File: src/rtl/io_bus_master_if.sv
// Memory-mapped IO port bus: strobes, 2-bit address, write data out,
// combinational read data back from the responder.
interface io_bus_master_if;
    logic        pRead;
    logic        pWrite;
    logic [1:0]  addr;
    logic [11:0] pWriteData;
    logic [31:0] pReadData;

    modport master (
        output pRead,
        output pWrite,
        output addr,
        output pWriteData,
        input  pReadData
    );

    modport slave (
        input  pRead,
        input  pWrite,
        input  addr,
        input  pWriteData,
        output pReadData
    );
endinterface

File: src/rtl/io_bus_master.sv
// IO port initiator: poll switches, read two bytes, ALU, write LEDs, poll ack.
// Optional poll timeout enabled by defining IO_MASTER_TIMEOUT_EN.
module io_bus_master #(
    parameter int POLL_LIMIT = 1024,
    parameter int CNT_W      = 10
) (
    input  logic        clk,
    input  logic        reset,
    input  logic        start,
    input  logic [1:0]  op,
    output logic        busy,
    output logic        done,
    output logic        err,
    output logic [11:0] result,
    io_bus_master_if.master bus
);

    localparam logic [2:0] S_IDLE     = 3'd0;
    localparam logic [2:0] S_WAIT_IN  = 3'd1;
    localparam logic [2:0] S_RD_HI    = 3'd2;
    localparam logic [2:0] S_RD_LO    = 3'd3;
    localparam logic [2:0] S_CALC     = 3'd4;
    localparam logic [2:0] S_WR_LED   = 3'd5;
    localparam logic [2:0] S_WAIT_ACK = 3'd6;
    localparam logic [2:0] S_DONE     = 3'd7;

    localparam logic [1:0] A_STAT = 2'b00;
    localparam logic [1:0] A_LED  = 2'b01;
    localparam logic [1:0] A_SWLO = 2'b10;
    localparam logic [1:0] A_SWHI = 2'b11;

    logic [2:0]  state_q, state_d;
    logic [1:0]  op_q, op_d;
    logic [7:0]  a_q, a_d;
    logic [7:0]  b_q, b_d;
    logic [11:0] res_q, res_d;
    logic [11:0] alu;
    logic        accept;
    logic        poll_clr;
    logic        poll_inc;
    logic        tmo;
    logic        timeout;
    logic        unused_rd;

    assign unused_rd = ^bus.pReadData[31:8];
    assign accept    = (state_q == S_IDLE) && start;

    always_comb begin
        unique case (op_q)
            2'b00:   alu = {3'b000, {1'b0, a_q} + {1'b0, b_q}};
            2'b01:   alu = {4'h0, a_q} - {4'h0, b_q};
            2'b10:   alu = {4'h0, a_q} * {4'h0, b_q};
            default: alu = {a_q[3:0], b_q};
        endcase
    end

    always_comb begin
        state_d  = state_q;
        op_d     = op_q;
        a_d      = a_q;
        b_d      = b_q;
        res_d    = res_q;
        poll_clr = 1'b0;
        poll_inc = 1'b0;
        tmo      = 1'b0;
        unique case (state_q)
            S_IDLE: begin
                if (start) begin
                    op_d     = op;
                    poll_clr = 1'b1;
                    state_d  = S_WAIT_IN;
                end
            end
            S_WAIT_IN: begin
                if (bus.pReadData[1]) begin
                    state_d = S_RD_HI;
                end else if (timeout) begin
                    tmo     = 1'b1;
                    state_d = S_DONE;
                end else begin
                    poll_inc = 1'b1;
                end
            end
            S_RD_HI: begin
                a_d     = bus.pReadData[7:0];
                state_d = S_RD_LO;
            end
            S_RD_LO: begin
                b_d     = bus.pReadData[7:0];
                state_d = S_CALC;
            end
            S_CALC: begin
                res_d    = alu;
                poll_clr = 1'b1;
                state_d  = S_WR_LED;
            end
            S_WR_LED: state_d = S_WAIT_ACK;
            S_WAIT_ACK: begin
                if (bus.pReadData[0]) begin
                    state_d = S_DONE;
                end else if (timeout) begin
                    tmo     = 1'b1;
                    state_d = S_DONE;
                end else begin
                    poll_inc = 1'b1;
                end
            end
            default: state_d = S_IDLE;
        endcase
    end

    always_ff @(posedge clk) begin
        if (!reset) begin
            state_q <= S_IDLE;
            op_q    <= 2'b00;
            a_q     <= 8'h00;
            b_q     <= 8'h00;
            res_q   <= 12'h000;
        end else begin
            state_q <= state_d;
            op_q    <= op_d;
            a_q     <= a_d;
            b_q     <= b_d;
            res_q   <= res_d;
        end
    end

`ifdef IO_MASTER_TIMEOUT_EN
    localparam logic [CNT_W-1:0] CNT_MAX = CNT_W'(POLL_LIMIT - 1);

    logic [CNT_W-1:0] cnt_q;
    logic             err_q;

    assign timeout = (cnt_q == CNT_MAX);
    assign err     = err_q;

    always_ff @(posedge clk) begin
        if (!reset) begin
            cnt_q <= '0;
            err_q <= 1'b0;
        end else begin
            if (poll_clr)
                cnt_q <= '0;
            else if (poll_inc)
                cnt_q <= cnt_q + 1'b1;
            // err is sticky across DONE/IDLE until a new op is accepted
            if (accept)
                err_q <= 1'b0;
            else if (tmo)
                err_q <= 1'b1;
        end
    end
`else
    logic unused_cfg;

    assign timeout    = 1'b0;
    assign err        = 1'b0;
    assign unused_cfg = ^{accept, poll_clr, poll_inc, tmo,
                          1'(POLL_LIMIT), 1'(CNT_W)};
`endif

    // Bus strobes are a pure function of state; idle bus is all-zero
    always_comb begin
        bus.pRead      = 1'b0;
        bus.pWrite     = 1'b0;
        bus.addr       = A_STAT;
        bus.pWriteData = 12'h000;
        unique case (state_q)
            S_WAIT_IN,
            S_WAIT_ACK: bus.pRead = 1'b1;
            S_RD_HI: begin
                bus.pRead = 1'b1;
                bus.addr  = A_SWHI;
            end
            S_RD_LO: begin
                bus.pRead = 1'b1;
                bus.addr  = A_SWLO;
            end
            S_WR_LED: begin
                bus.pWrite     = 1'b1;
                bus.addr       = A_LED;
                bus.pWriteData = res_q;
            end
            default: ;
        endcase
    end

    assign busy   = (state_q != S_IDLE);
    assign done   = (state_q == S_DONE);
    assign result = res_q;

endmodule

File: src/flat_wrapper.sv
// flat-port wrapper written by rule: the top's interface ports become plain ports
module io_bus_master_flat 
#(
    parameter int POLL_LIMIT = 1024,
    parameter int CNT_W      = 10
)
  (clk, reset, start, op, busy, done, err, result, bus_pRead, bus_pWrite, bus_addr, bus_pWriteData, bus_pReadData);
  io_bus_master_if bus_i ();
  input  logic clk;
  input  logic reset;
  input  logic start;
  input  logic [1:0] op;
  output logic busy;
  output logic done;
  output logic err;
  output logic [11:0] result;
  output wire logic [$bits(bus_i.pRead)-1:0] bus_pRead;
  output wire logic [$bits(bus_i.pWrite)-1:0] bus_pWrite;
  output wire logic [$bits(bus_i.addr)-1:0] bus_addr;
  output wire logic [$bits(bus_i.pWriteData)-1:0] bus_pWriteData;
  input wire logic [$bits(bus_i.pReadData)-1:0] bus_pReadData;
  assign bus_pRead = bus_i.pRead;
  assign bus_pWrite = bus_i.pWrite;
  assign bus_addr = bus_i.addr;
  assign bus_pWriteData = bus_i.pWriteData;
  assign bus_i.pReadData = bus_pReadData;
  io_bus_master #(.POLL_LIMIT(POLL_LIMIT), .CNT_W(CNT_W)) u_core (.clk(clk), .reset(reset), .start(start), .op(op), .busy(busy), .done(done), .err(err), .result(result), .bus(bus_i));
endmodule
File: config.mk
export PLATFORM = sky130hd
export DESIGN_NAME = io_bus_master_flat
export DESIGN_NICKNAME = d
export VERILOG_FILES = /design/src/rtl/io_bus_master_if.sv /design/src/rtl/io_bus_master.sv /design/src/flat_wrapper.sv
export SDC_FILE = /design/constraint.sdc
export NUM_CORES = 1
export LEC_CHECK = 0
export CAP_MARGIN = 20
export CORE_MARGIN = 3
export CORE_UTILIZATION = 48
export DETAILED_ROUTE_END_ITERATION = 10
export PLACE_DENSITY = 0.79
export SYNTH_ARGS = -nofsm -noshare
export SYNTH_HDL_FRONTEND = slang
export SYNTH_SLANG_ARGS = --single-unit
File: constraint.sdc
create_clock -name clk -period 8.55 [get_ports clk]
set_clock_uncertainty 0.2 [all_clocks]
set_input_delay 2.565 -clock clk [delete_from_list [all_inputs] [get_ports clk]]
set_output_delay 2.565 -clock clk [all_outputs]
set_load 0.05 [all_outputs]
Word-level counts from Yosys, hierarchy flattened
Index checks and enable logic that the tools add are counted.
{"block": "word_totals", "out_inout_bits": 31, "wordCells": 35, "regBits": 33, "inputBits": 37}
{"block": "classes", "add_sub_neg": 2, "n_eq_ne": 12, "muxes": 9, "reduce_logical": 6, "mul": 1}
{"cell": "case mux 12 bit (3 select lines)", "count": 1}
{"cell": "case mux 3 bit (7 select lines)", "count": 1}
{"cell": "== test 3 bit (second input constant)", "count": 4}
{"cell": "multiplier 8 x 8 -> 12 bit", "count": 1}
{"cell": "2-to-1 mux 12 bit", "count": 1}
{"cell": "adder 8 x 8 -> 9 bit", "count": 1}
{"cell": "2-to-1 mux 3 bit", "count": 3}
{"cell": "subtractor 8 x 8 -> 9 bit", "count": 1}
{"cell": "== test 3 x 2 -> 1 bit (second input constant)", "count": 2}
{"cell": "inequality test 2 bit (second input constant)", "count": 3}
{"cell": "case mux 2 bit (3 select lines)", "count": 1}
{"cell": "OR reduction 4 bit", "count": 1}
{"cell": "== test 3 x 1 -> 1 bit (second input constant)", "count": 1}
{"cell": "logical NOT 3 bit", "count": 1}
{"cell": "AND reduction 3 bit", "count": 1}
{"cell": "nonzero test 3 bit", "count": 1}
{"cell": "== test 2 x 1 -> 1 bit (second input constant)", "count": 1}
{"cell": "== test 2 bit (second input constant)", "count": 1}
{"cell": "logical NOT 2 bit", "count": 1}
{"cell": "2-to-1 mux 1 bit", "count": 2}
{"cell": "AND reduction 2 bit", "count": 1}

Logic depth before layout (Yosys ltp)
Gate-level depths: netlist of the first run.
{"block": "logic_depth", "ltp_word": 3, "ltp_mapped": 17, "depth_no_buf": 17}

Worst setup path after synthesis of the first run
OpenSTA, ideal clock, no wires.
{"block": "synth_path", "path_kind": "register to output", "startpoint": "register u_core.state_q[1]", "endpoint": "output bus_addr[0]", "slack_ns": 3.771, "required_time_ns": 5.785, "t_arrival_ns": 2.014, "stages_incl_launch_ff": 6, "cell_sequence": "dfxtp_1 > clkbuf_1 > nor2b_1 > nor2b_1 > buf_2 > or2_2"}
{"block": "synth_via", "elab_chain_cells": 2}
{"element": "from (decl)", "line_no": "io_bus_master.sv:32", "text": "logic [2:0] state_q, state_d;"}
{"element": "from (signal assigned)", "line_no": "io_bus_master.sv:120", "text": "state_q <= state_d;"}
{"element": "== test 3 bit / == test 3 x 2 -> 1 bit (equally long branches)", "line_no": "io_bus_master.sv:168", "text": "unique case (state_q)"}
{"element": "case mux 2 bit (3 select lines) *", "line_no": "io_bus_master.sv:168"}
{"element": "to (decl)", "line_no": "flat_wrapper.sv:19", "text": "output wire logic [$bits(bus_i.addr)-1:0] bus_addr;"}
Mark *: on every way between the ends. The rest lies on a longest branch, timed or not.

Worst setup path in the final report of the first run
Ends and elaborated chain as after synthesis.

==> results.py, run 1 <==
metrics = {
    "min_path": {
        "min-delay-path-class": "flop to flop",
        "hold_depth": 2,
        "hp-start": "u_core.result[3]$_SDFFE_PN0N_",
        "min_to": "u_core.result[3]$_SDFFE_PN0N_",
    },
    "power": {
        "sequentialPowerShare_pct": 44.4,
        "p_leak_nw": 1.98,
        "switching_share_pct": 29.2,
        "internal_power_uw": 279,
        "power-per-cell-area_nw_per_um2": 87.2,
        "p_total_uw": 395,
        "ir_drop_mv": 0.0982,
        "pwr-share-clk_pct": 35.3,
        "switchingPower_uw": 115,
        "combPwrFrac_pct": 20.3,
    },
    "logic_synthesis": {
        "synth_edf_count": 0,
        "synth-compound-area-share_pct": 15.9,
        "yosysTopAreaCell": "dfxtp_1",
        "synthCells": 465,
        "synth-main-ff-cell": "dfxtp_1",
        "synthMuxAreaShare_pct": 5.17,
        "yosysSeqAreaShare_pct": 16.8,
        "avgSynthCellArea_um2": 8.48,
        "synth_top_family_by_area": "adder cells",
        "synth_top_area_share_pct": 16.8,
        "synthAdderAreaFrac_pct": 29.1,
        "synth_simple_gate_area_share_pct": 21.4,
        "ys_types": 55,
        "synth_seq_cells": 33,
        "syn-num-nets": 574,
        "synth_area_leaders": "dfxtp_1 17%, fa_1 17%, ha_1 12%, and2_1 7.6%, inv_1 5.4%",
        "synth_xor_area_share_pct": 3.90,
        "syn_area_um2": 3940,
        "async_reset_ff_share_pct": 0,
        "yosysWarnings": 0,
    },
    "critical_path": {
        "r2r_setup_slack_ps": 3490,
        "crit_path_start_kind": "flop",
        "cp_common_cell": "nor2b_1",
        "worstPathMaxFanout": 10,
        "reg2reg_depth": 15,
        "crit_chain": "nor2b_1 > nor2b_1 > or2_2 > clkdlybuf4s50_1",
        "worst_ep_arrival_time_ps": 2760,
        "path_class": "flop to output pin",
        "cp_num_buf_inv": 1,
        "end_kind": "output pin",
        "crit_slowest_cell": "clkdlybuf4s50_1",
        "r2r_start": "u_core.a_q[1]$_SDFFE_PN0P_",
        "crit_family": "simple AND/OR/NAND/NOR gates",
        "cpPeakStageDelay_ps": 800,
        "rr_endpoint": "u_core.result[11]$_SDFFE_PN0N_",
        "critPathRequiredTime_ps": 5790,
    },
    "floorplanning": {
        "die_area_um2": 9330,
        "die_y_um": 96.6,
        "die_width_um": 96.6,
        "rows": 32,
        "start_util_pct": 50.2,
        "core_um2": 7850,
        "ioPinCount": 68,
    },
    "layout": {
        "antenna_cells": 0,
        "final_cell_mix": "57 x inv_1, 48 x and2_1, 46 x nand2_1",
        "final_common_cell": "inv_1",
        "nets": 605,
        "instances_no_fill": 598,
        "design_area_um2": 4530,
        "multi_input_area_um2": 2980,
        "layout-area-overhead-vs-synth_pct": 14.9,
        "seqCellArea_um2": 661,
        "n_fill_cell": 702,
        "drive_above_1_share_pct": 4.03,
    },
    "clock_tree": {
        "h-tree-depth": 2,
        "cts_root_buffer": "clkbuf_8",
        "post_cts_buffers": 0,
        "cts_tree": "built",
        "cts_buffer_depth": 2,
        "holdBufCountCts": 0,
        "numCtsBuffers": 5,
        "post_cts_resized": 0,
        "clk_latency_ps": 280,
        "cts_sinks": 33,
        "path_clk_slew_ps": 70,
    },
    "timing": {
        "clock.fmax_mhz": 181,
        "tns_ps": 0,
        "rsz0062_at_grt": "false",
        "period_needed_ps": 5520,
        "final.period_utilization_pct": 64.6,
        "hold_viol": 0,
        "maxSlewViolCount": 0,
        "postLayoutSetupSlackWorst_ps": 3030,
        "worst_pin_slew_ps": 1120,
        "setup_viol": 0,
        "slew_headroom_pct": 25.1,
    },
    "routing": {
        "drt-initial-drc-count": 214,
        "wl_per_cell_um": 15.7,
        "antenna_left": 0,
        "wl_mm": 9.40,
        "num_vias": 3324,
        "first_pass_iters": 5,
        "viasPerCell": 5.56,
        "drc_errors": 0,
    },
    "global_route": {
        "grt_pass1_vias": 3353,
        "grt_max_degree": 37,
        "grt_usage_pct": 20.5,
        "overflow": 0,
        "antenna_found_initial": 0,
        "grt_pass1_wl_mm": 16.1,
    },
    "place": {
        "numPlacedInstances": 590,
        "hpwl_mm": 7.23,
        "place_area_um2": 4410,
        "gp_congestion": 0.901,
        "pre_cts_slack_ps": 3340,
        "port_buffers": 42,
    },
    "outcome": {
        "run_status": "complete, no violations",
    },
    "flow_run": {
        "max_cap_viol_count": 0,
    },
}
-- metal layers --
metal	wire length, um	GRT usage [%]
met4	140	4.10
met2	4820	36.6
met3	404	2.81
met1	4030	26.4
met5	0	0
-- registers in the layout, indices dropped and copies added (netlist names) --
signal          cells
u_core.result      12
u_core.b_q          8
u_core.a_q          8
u_core.op_q         2
u_core.state_q      3
-- worst min-delay path, delay by kind of cell, from the launching register on --
kind	cells	cell delay (ps)
DFF	1	320
and+or+nand+nor	1	60
AOI/OAI and AO/OA	1	60
-- worst max-delay path by stage --
stage | from | end | slack [ps] | cells after the start
after floorplan | u_core.state_q[1]$_SDFFE_PN0P_ | bus_addr[0] | 3770 | 5
after global placement | u_core.state_q[1]$_SDFFE_PN0P_ | bus_addr[0] | 3370 | 4
after detailed placement | u_core.state_q[1]$_SDFFE_PN0P_ | bus_addr[0] | 3340 | 4
after CTS | u_core.state_q[1]$_SDFFE_PN0P_ | bus_addr[0] | 3010 | 4
after global routing | u_core.state_q[1]$_SDFFE_PN0P_ | bus_addr[0] | 2810 | 4
final | u_core.state_q[1]$_SDFFE_PN0P_ | bus_addr[0] | 3030 | 4
-- synthesized netlist by cell type, types with 5 or more instances --
cell type,count
a21boi_0,12
a21o_1,8
a21oi_1,11
a31oi_1,5
and2_1,48
clkbuf_1,14
dfxtp_1,33
fa_1,33
ha_1,39
inv_1,57
mux2i_1,17
nand2_1,46
nor2_1,19
nor2b_1,15
nor3_1,5
o211ai_1,5
o21ai_0,19
or3_1,6
xnor2_1,10
xor2_1,5
-- area by class of cell --
type	count	share of cell area, %
multi-input cells	355	65.9
flip-flops and latches	33	14.6
repair buffers	43	9.62
inverters	58	4.81
well taps	102	2.82
clock buffers	5	1.52
clock inverters	2	0.774
-- metrics by stage --
stage          hold WS, ps  utilization [%]
2_1_floorplan          320                -
3_3_place_gp           273             56.2
3_5_place_dp           279             56.2
4_1_cts                289             57.5
5_1_grt                309             57.7
6_report               283             57.7
-- kinds of logic after synthesis --
group                      after synthesis
muxes                                   19
DFF                                     33
adders and majority gates               72
AOI/OAI and AO/OA                       87
and+or+nand+nor                        160
xor gates and xnor gates                16
buffers and inverters                   77
other                                    1
-- power by group through the flow --
| stage | registers, mW | clock network, mW | logic [mW] |
|---|---|---|---|
| 2_1_floorplan | 0.169 | 0 | 0.0620 |
| 3_3_place_gp | 0.178 | 0 | 0.0771 |
| 3_5_place_dp | 0.178 | 0 | 0.0786 |
| 4_1_cts | 0.175 | 0.142 | 0.0791 |
| 5_1_grt | 0.176 | 0.150 | 0.0866 |
| 6_report | 0.175 | 0.140 | 0.0800 |
Power figures use the tool's default switching activity.
==> run 2, diff against run 1 <==
--- a/config.mk
+++ b/config.mk
@@ -9,7 +9,7 @@
 export CORE_MARGIN = 3
 export CORE_UTILIZATION = 48
 export DETAILED_ROUTE_END_ITERATION = 10
-export PLACE_DENSITY = 0.79
+export PLACE_DENSITY = 0.82
 export SYNTH_ARGS = -nofsm -noshare
 export SYNTH_HDL_FRONTEND = slang
 export SYNTH_SLANG_ARGS = --single-unit
==> constraint.sdc (replaced) <==
create_clock -name clk -period 5 [get_ports clk]
set_clock_uncertainty 0.2 [all_clocks]
set_input_delay 1.5 -clock clk [delete_from_list [all_inputs] [get_ports clk]]
set_output_delay 1.5 -clock clk [all_outputs]
set_load 0.05 [all_outputs]
==> run 2 against run 1 <==
Compared with the run above:
- critical path depth is 11 higher
- die area stayed put
- hold slack worse by 3.1 ps
- via count is 0.81% higher
- final cell count is 2.7% higher
- largest power group unchanged
- highest routed layer unchanged
==> results.py, run 2 (synthesis gave the netlist of run 1 again) <==
metrics = {
    "outcome": {
        "run_status": "complete, no violations",
    },
    "min_path": {
        "hp-start": "u_core.result[9]$_SDFFE_PN0N_",
        "min-delay-path-class": "flop to flop",
    },
    "place": {
        "numPlacedInstances": 606,
        "gp_congestion": 0.913,
        "pre_cts_slack_ps": 224,
        "port_buffers": 42,
        "hpwl_mm": 7.71,
    },
    "timing": {
        "maxSlewViolCount": 0,
        "fin_hold_ws_ps": 280,
        "slew_headroom_pct": 23.8,
        "final.period_utilization_pct": 95.8,
        "hold_viol": 0,
        "period_needed_ps": 4790,
        "worst_pin_slew_ps": 1140,
        "setup_viol": 0,
        "tns_ps": 0,
        "clock.fmax_mhz": 209,
        "postLayoutSetupSlackWorst_ps": 208,
        "rsz0062_at_grt": "false",
    },
    "routing": {
        "drc_errors": 0,
        "first_pass_iters": 4,
        "wl_per_cell_um": 15.8,
        "viasPerCell": 5.46,
        "antenna_left": 0,
        "num_vias": 3351,
        "wl_mm": 9.68,
        "drt-initial-drc-count": 175,
    },
    "global_route": {
        "antenna_found_initial": 0,
        "grt_pass1_wl_mm": 16.4,
        "grt_max_degree": 30,
        "overflow": 0,
        "grt_usage_pct": 21.1,
        "grt_pass1_vias": 3404,
    },
    "floorplanning": {
        "core_um2": 7850,
        "ioPinCount": 68,
        "start_util_pct": 50.2,
        "die_width_um": 96.6,
        "rows": 32,
        "die_y_um": 96.6,
        "die_area_um2": 9330,
    },
    "layout": {
        "final_common_cell": "inv_1",
        "layout-area-overhead-vs-synth_pct": 17.9,
        "drive_above_1_share_pct": 7.42,
        "fin_util_pct": 59.2,
        "antenna_cells": 0,
        "largest_reg_flops": 12,
        "instances_no_fill": 614,
        "final_cell_mix": "57 x inv_1, 48 x and2_1, 46 x nand2_1",
        "nets": 620,
    },
    "clock_tree": {
        "cts_buffer_depth": 2,
        "clk_latency_ps": 290,
        "cts_root_buffer": "clkbuf_8",
        "cts_sinks": 33,
        "h-tree-depth": 2,
        "post_cts_buffers": 0,
        "path_clk_slew_ps": 80,
        "numCtsBuffers": 5,
        "cts_tree": "built",
    },
    "critical_path": {
        "r2r_setup_slack_ps": 210,
        "r2r_start": "u_core.b_q[5]$_SDFFE_PN0P_",
        "worst_ep_arrival_time_ps": 4780,
        "crit_chain": "nand2_1 > fa_1 > fa_1 > inv_1 > fa_1 > inv_1 > fa_1 > inv_1 > ha_1 > a21o_1 > a22o_1 > o41ai_2 > xnor3_1 > o21ai_0 > a21oi_1",
        "crit_path_start_kind": "flop",
        "worstPathMaxFanout": 7,
        "cpPeakStageDelay_ps": 550,
        "end_kind": "flop",
        "crit_slowest_cell": "dfxtp_1",
        "path_class": "flop to flop",
        "startpoint": "u_core.b_q[5]$_SDFFE_PN0P_",
        "critPathRequiredTime_ps": 4980,
        "cp_common_cell": "fa_1",
    },
    "flow_run": {
        "max_cap_viol_count": 0,
    },
    "power": {
        "p_leak_nw": 2.06,
        "ir_drop_mv": 0.264,
        "power-per-cell-area_nw_per_um2": 151,
    },
}
-- run 2: cell types whose count changed in the layout (fill, tap and decap cells not counted) --
cell        delta
ha_2           +1
buf_4         +16
clkinvlp_4     +1
buf_8          -1
dfxtp_2        +1
clkinv_4       +1
clkinv_2       -1
dfxtp_1        -1
ha_1           -1
-- run 2: stage by stage --
step | power [mW] | cell area [um^2]
2_1_floorplan | 0.395 | 3940
3_3_place_gp | 0.441 | 4530
3_5_place_dp | 0.445 | 4530
4_1_cts | 0.703 | 4640
5_1_grt | 0.732 | 4650
6_report | 0.703 | 4650
-- run 2: final timing paths --
check,cells after the start,end
worst max-delay path,15,u_core.result[11]$_SDFFE_PN0N_
worst max register to register,15,u_core.result[11]$_SDFFE_PN0N_
worst min-delay path,2,u_core.result[9]$_SDFFE_PN0N_
worst min register to register,2,u_core.result[9]$_SDFFE_PN0N_
-- run 2: power by group --
group          switching [mW]  internal, mW
registers              0.0241         0.271
clock network           0.112         0.149
logic                  0.0803        0.0658
-- run 2: final cells by class --
type | instances | area (um^2)
Clock buffer | 5 | 68.8
Clock inverter | 3 | 46.3
Fill cell | 684 | 3200
Inverter | 58 | 218
Multi-Input combinational cell | 355 | 2990
Sequential cell | 33 | 662
Tap cell | 102 | 128
Timing Repair Buffer | 58 | 541
-- run 2: critical path, delay by kind of cell, from the launching register on --
| family | cells | cell delay [ps] |
|---|---|---|
| adder cells (fa/ha/maj) | 5 | 2430 |
| AO/OA/AOI/OAI | 5 | 910 |
| flip-flops | 1 | 550 |
| XOR/XNOR | 1 | 300 |
| buffers and inverters | 3 | 160 |
| AND/OR/NAND/NOR | 1 | 130 |
-- run 2: layer usage --
metal  wire (um)  global-route usage [%]
met5           0                       0
met4         220                    5.72
met3         425                    2.88
met2        4870                    36.3
met1        4160                    27.7
-- run 2: what timing repair did --
item,4_1_cts,5_1_grt
endpoints found under the setup margin,0,1
hold buffers,0,0
resized for setup,0,2
==> run 3, diff against run 2 <==
--- a/config.mk
+++ b/config.mk
@@ -7,9 +7,11 @@
 export LEC_CHECK = 0
 export CAP_MARGIN = 20
 export CORE_MARGIN = 3
-export CORE_UTILIZATION = 48
+export CORE_UTILIZATION = 45
 export DETAILED_ROUTE_END_ITERATION = 10
-export PLACE_DENSITY = 0.82
+export PLACE_DENSITY = 0.78
+export SKIP_CTS_REPAIR_TIMING = 1
+export SLEW_MARGIN = 5
 export SYNTH_ARGS = -nofsm -noshare
 export SYNTH_HDL_FRONTEND = slang
 export SYNTH_SLANG_ARGS = --single-unit
==> run 3 against run 2 <==
Compared with the run above:
- die area grew 6.2%
- wire length shrank 1.8%
- hold slack lost 0.75 ps
- cell area is essentially flat
- sequential power is essentially flat
- combinational power grew 3%
- via count shrank 0.63%
- clock-buffer cell count is the same
- clock power shrank 7%
- sequential cell count is the same
- sequential share of layout area is essentially flat
==> results.py, run 3 (synthesis gave the netlist of run 1 again) <==
metrics = {
    "timing": {
        "clock.fmax_mhz": 211,
        "setup_viol": 0,
        "maxSlewViolCount": 0,
        "worst_pin_slew_ps": 827,
        "rsz0062_at_grt": "false",
        "hold_viol": 0,
        "tns_ps": 0,
        "final.period_utilization_pct": 94.8,
        "period_needed_ps": 4740,
        "slew_headroom_pct": 44.8,
    },
    "floorplanning": {
        "rows": 33,
        "die_area_um2": 9920,
        "core_um2": 8340,
        "die_y_um": 99.6,
        "start_util_pct": 47.3,
        "ioPinCount": 68,
        "die_width_um": 99.6,
    },
    "power": {
        "p_leak_nw": 2.07,
        "ir_drop_mv": 0.168,
        "p_total_uw": 687,
        "power-per-cell-area_nw_per_um2": 148,
    },
    "routing": {
        "first_pass_iters": 4,
        "antenna_left": 0,
        "wl_mm": 9.50,
        "wl_per_cell_um": 15.4,
        "drt-initial-drc-count": 184,
        "num_vias": 3330,
        "drc_errors": 0,
        "viasPerCell": 5.40,
    },
    "outcome": {
        "run_status": "complete, no violations",
    },
    "place": {
        "gp_congestion": 0.905,
        "place_area_um2": 4540,
        "hpwl_mm": 7.60,
        "port_buffers": 42,
    },
    "critical_path": {
        "reg2reg_depth": 15,
        "end_kind": "flop",
        "r2r_start": "u_core.b_q[7]$_SDFFE_PN0P_",
        "worstPathMaxFanout": 6,
        "critPathCapture": "u_core.result[11]$_SDFFE_PN0N_",
        "r2r_setup_slack_ps": 260,
        "worst_ep_arrival_time_ps": 4710,
        "crit_path_start_kind": "flop",
        "critPathRequiredTime_ps": 4970,
        "path_class": "flop to flop",
        "rr_endpoint": "u_core.result[11]$_SDFFE_PN0N_",
        "startpoint": "u_core.b_q[7]$_SDFFE_PN0P_",
    },
    "layout": {
        "antenna_cells": 0,
        "drive_above_1_share_pct": 7.81,
        "largest_reg_flops": 12,
        "seqCellArea_um2": 664,
        "final_common_cell": "inv_1",
        "layout-area-overhead-vs-synth_pct": 18.0,
        "nets": 621,
        "fin_util_pct": 55.8,
        "final_cell_mix": "57 x inv_1, 48 x and2_1, 46 x nand2_1",
        "n_fill_cell": 763,
        "multi_input_area_um2": 2990,
        "design_area_um2": 4650,
    },
    "global_route": {
        "antenna_found_initial": 0,
        "overflow": 0,
        "grt_usage_pct": 20.0,
        "grt_max_degree": 26,
        "grt_pass1_vias": 3371,
        "grt_pass1_wl_mm": 16.1,
    },
    "clock_tree": {
        "cts_root_buffer": "clkbuf_8",
        "path_clk_slew_ps": 70,
        "h-tree-depth": 2,
        "cts_tree": "built",
        "cts_buffer_depth": 2,
        "clk_latency_ps": 280,
        "numCtsBuffers": 5,
        "cts_sinks": 33,
    },
    "min_path": {
        "hold_depth": 2,
        "min-delay-path-class": "flop to flop",
    },
    "flow_run": {
        "max_cap_viol_count": 0,
    },
}
## run 3: cell count changes in the layout (fill, tap and decap cells not counted), sizes merged
cell / delta
buf: +1
clkinvlp: -1
## run 3: worst min-delay path by stage
stage / start / endpoint / slack (ps)
6_report: u_core.result[9]$_SDFFE_PN0N_ / u_core.result[9]$_SDFFE_PN0N_ / 280
5_1_grt: u_core.result[9]$_SDFFE_PN0N_ / u_core.result[9]$_SDFFE_PN0N_ / 310
4_1_cts: u_core.result[9]$_SDFFE_PN0N_ / u_core.result[9]$_SDFFE_PN0N_ / 290
2_1_floorplan: u_core.b_q[5]$_SDFFE_PN0P_ / u_core.b_q[5]$_SDFFE_PN0P_ / 320
3_3_place_gp: u_core.result[0]$_SDFFE_PN0N_ / u_core.result[0]$_SDFFE_PN0N_ / 270
3_5_place_dp: u_core.result[9]$_SDFFE_PN0N_ / u_core.result[9]$_SDFFE_PN0N_ / 280
## run 3: layer usage
metal	vias to the layer above	routed length (um)	GRT usage [%]
li1	1632	-	-
met1	1606	4210	26.5
met2	77	4640	34.3
met3	15	450	2.24
met4	0	196	5.99
met5	-	0	0
## run 3: metrics by stage
stage / hold slack [ps] / worst slack [ps] / cells
CTS: 286 / 180 / 617
floorplan: 320 / 491 / 465
finish: 280 / 261 / 617
global route: 305 / 8.30 / 617
detailed placement: 276 / 213 / 610
global placement: 268 / 231 / 610
## run 3: critical path, stage by stage, from the launching register on
cell     delay [ps]
dfxtp_1         470
nand2_1         120
fa_1            520
fa_1            550
inv_1            50
fa_1            530
inv_1            60
fa_1            520
inv_1            40
ha_1            330
a21o_1          170
a22o_1          260
o41ai_2         240
xnor3_1         300
o21ai_0         180
a21oi_1          90
## run 3: layout make-up
class | instances | share of cell area (%)
repair buffers | 59 | 11.8
inverters | 58 | 4.68
well taps | 105 | 2.82
multi-input cells | 355 | 64.2
flip-flops and latches | 33 | 14.3
clock inverters | 2 | 0.753
clock buffers | 5 | 1.48
## run 3: power breakdown
| part | switching [mW] | internal, mW | total (mW) |
|---|---|---|---|
| combinational | 0.0847 | 0.0664 | 0.151 |
| sequential | 0.0206 | 0.272 | 0.292 |
| clock | 0.0993 | 0.145 | 0.244 |
| total | 0.205 | 0.483 | 0.687 |
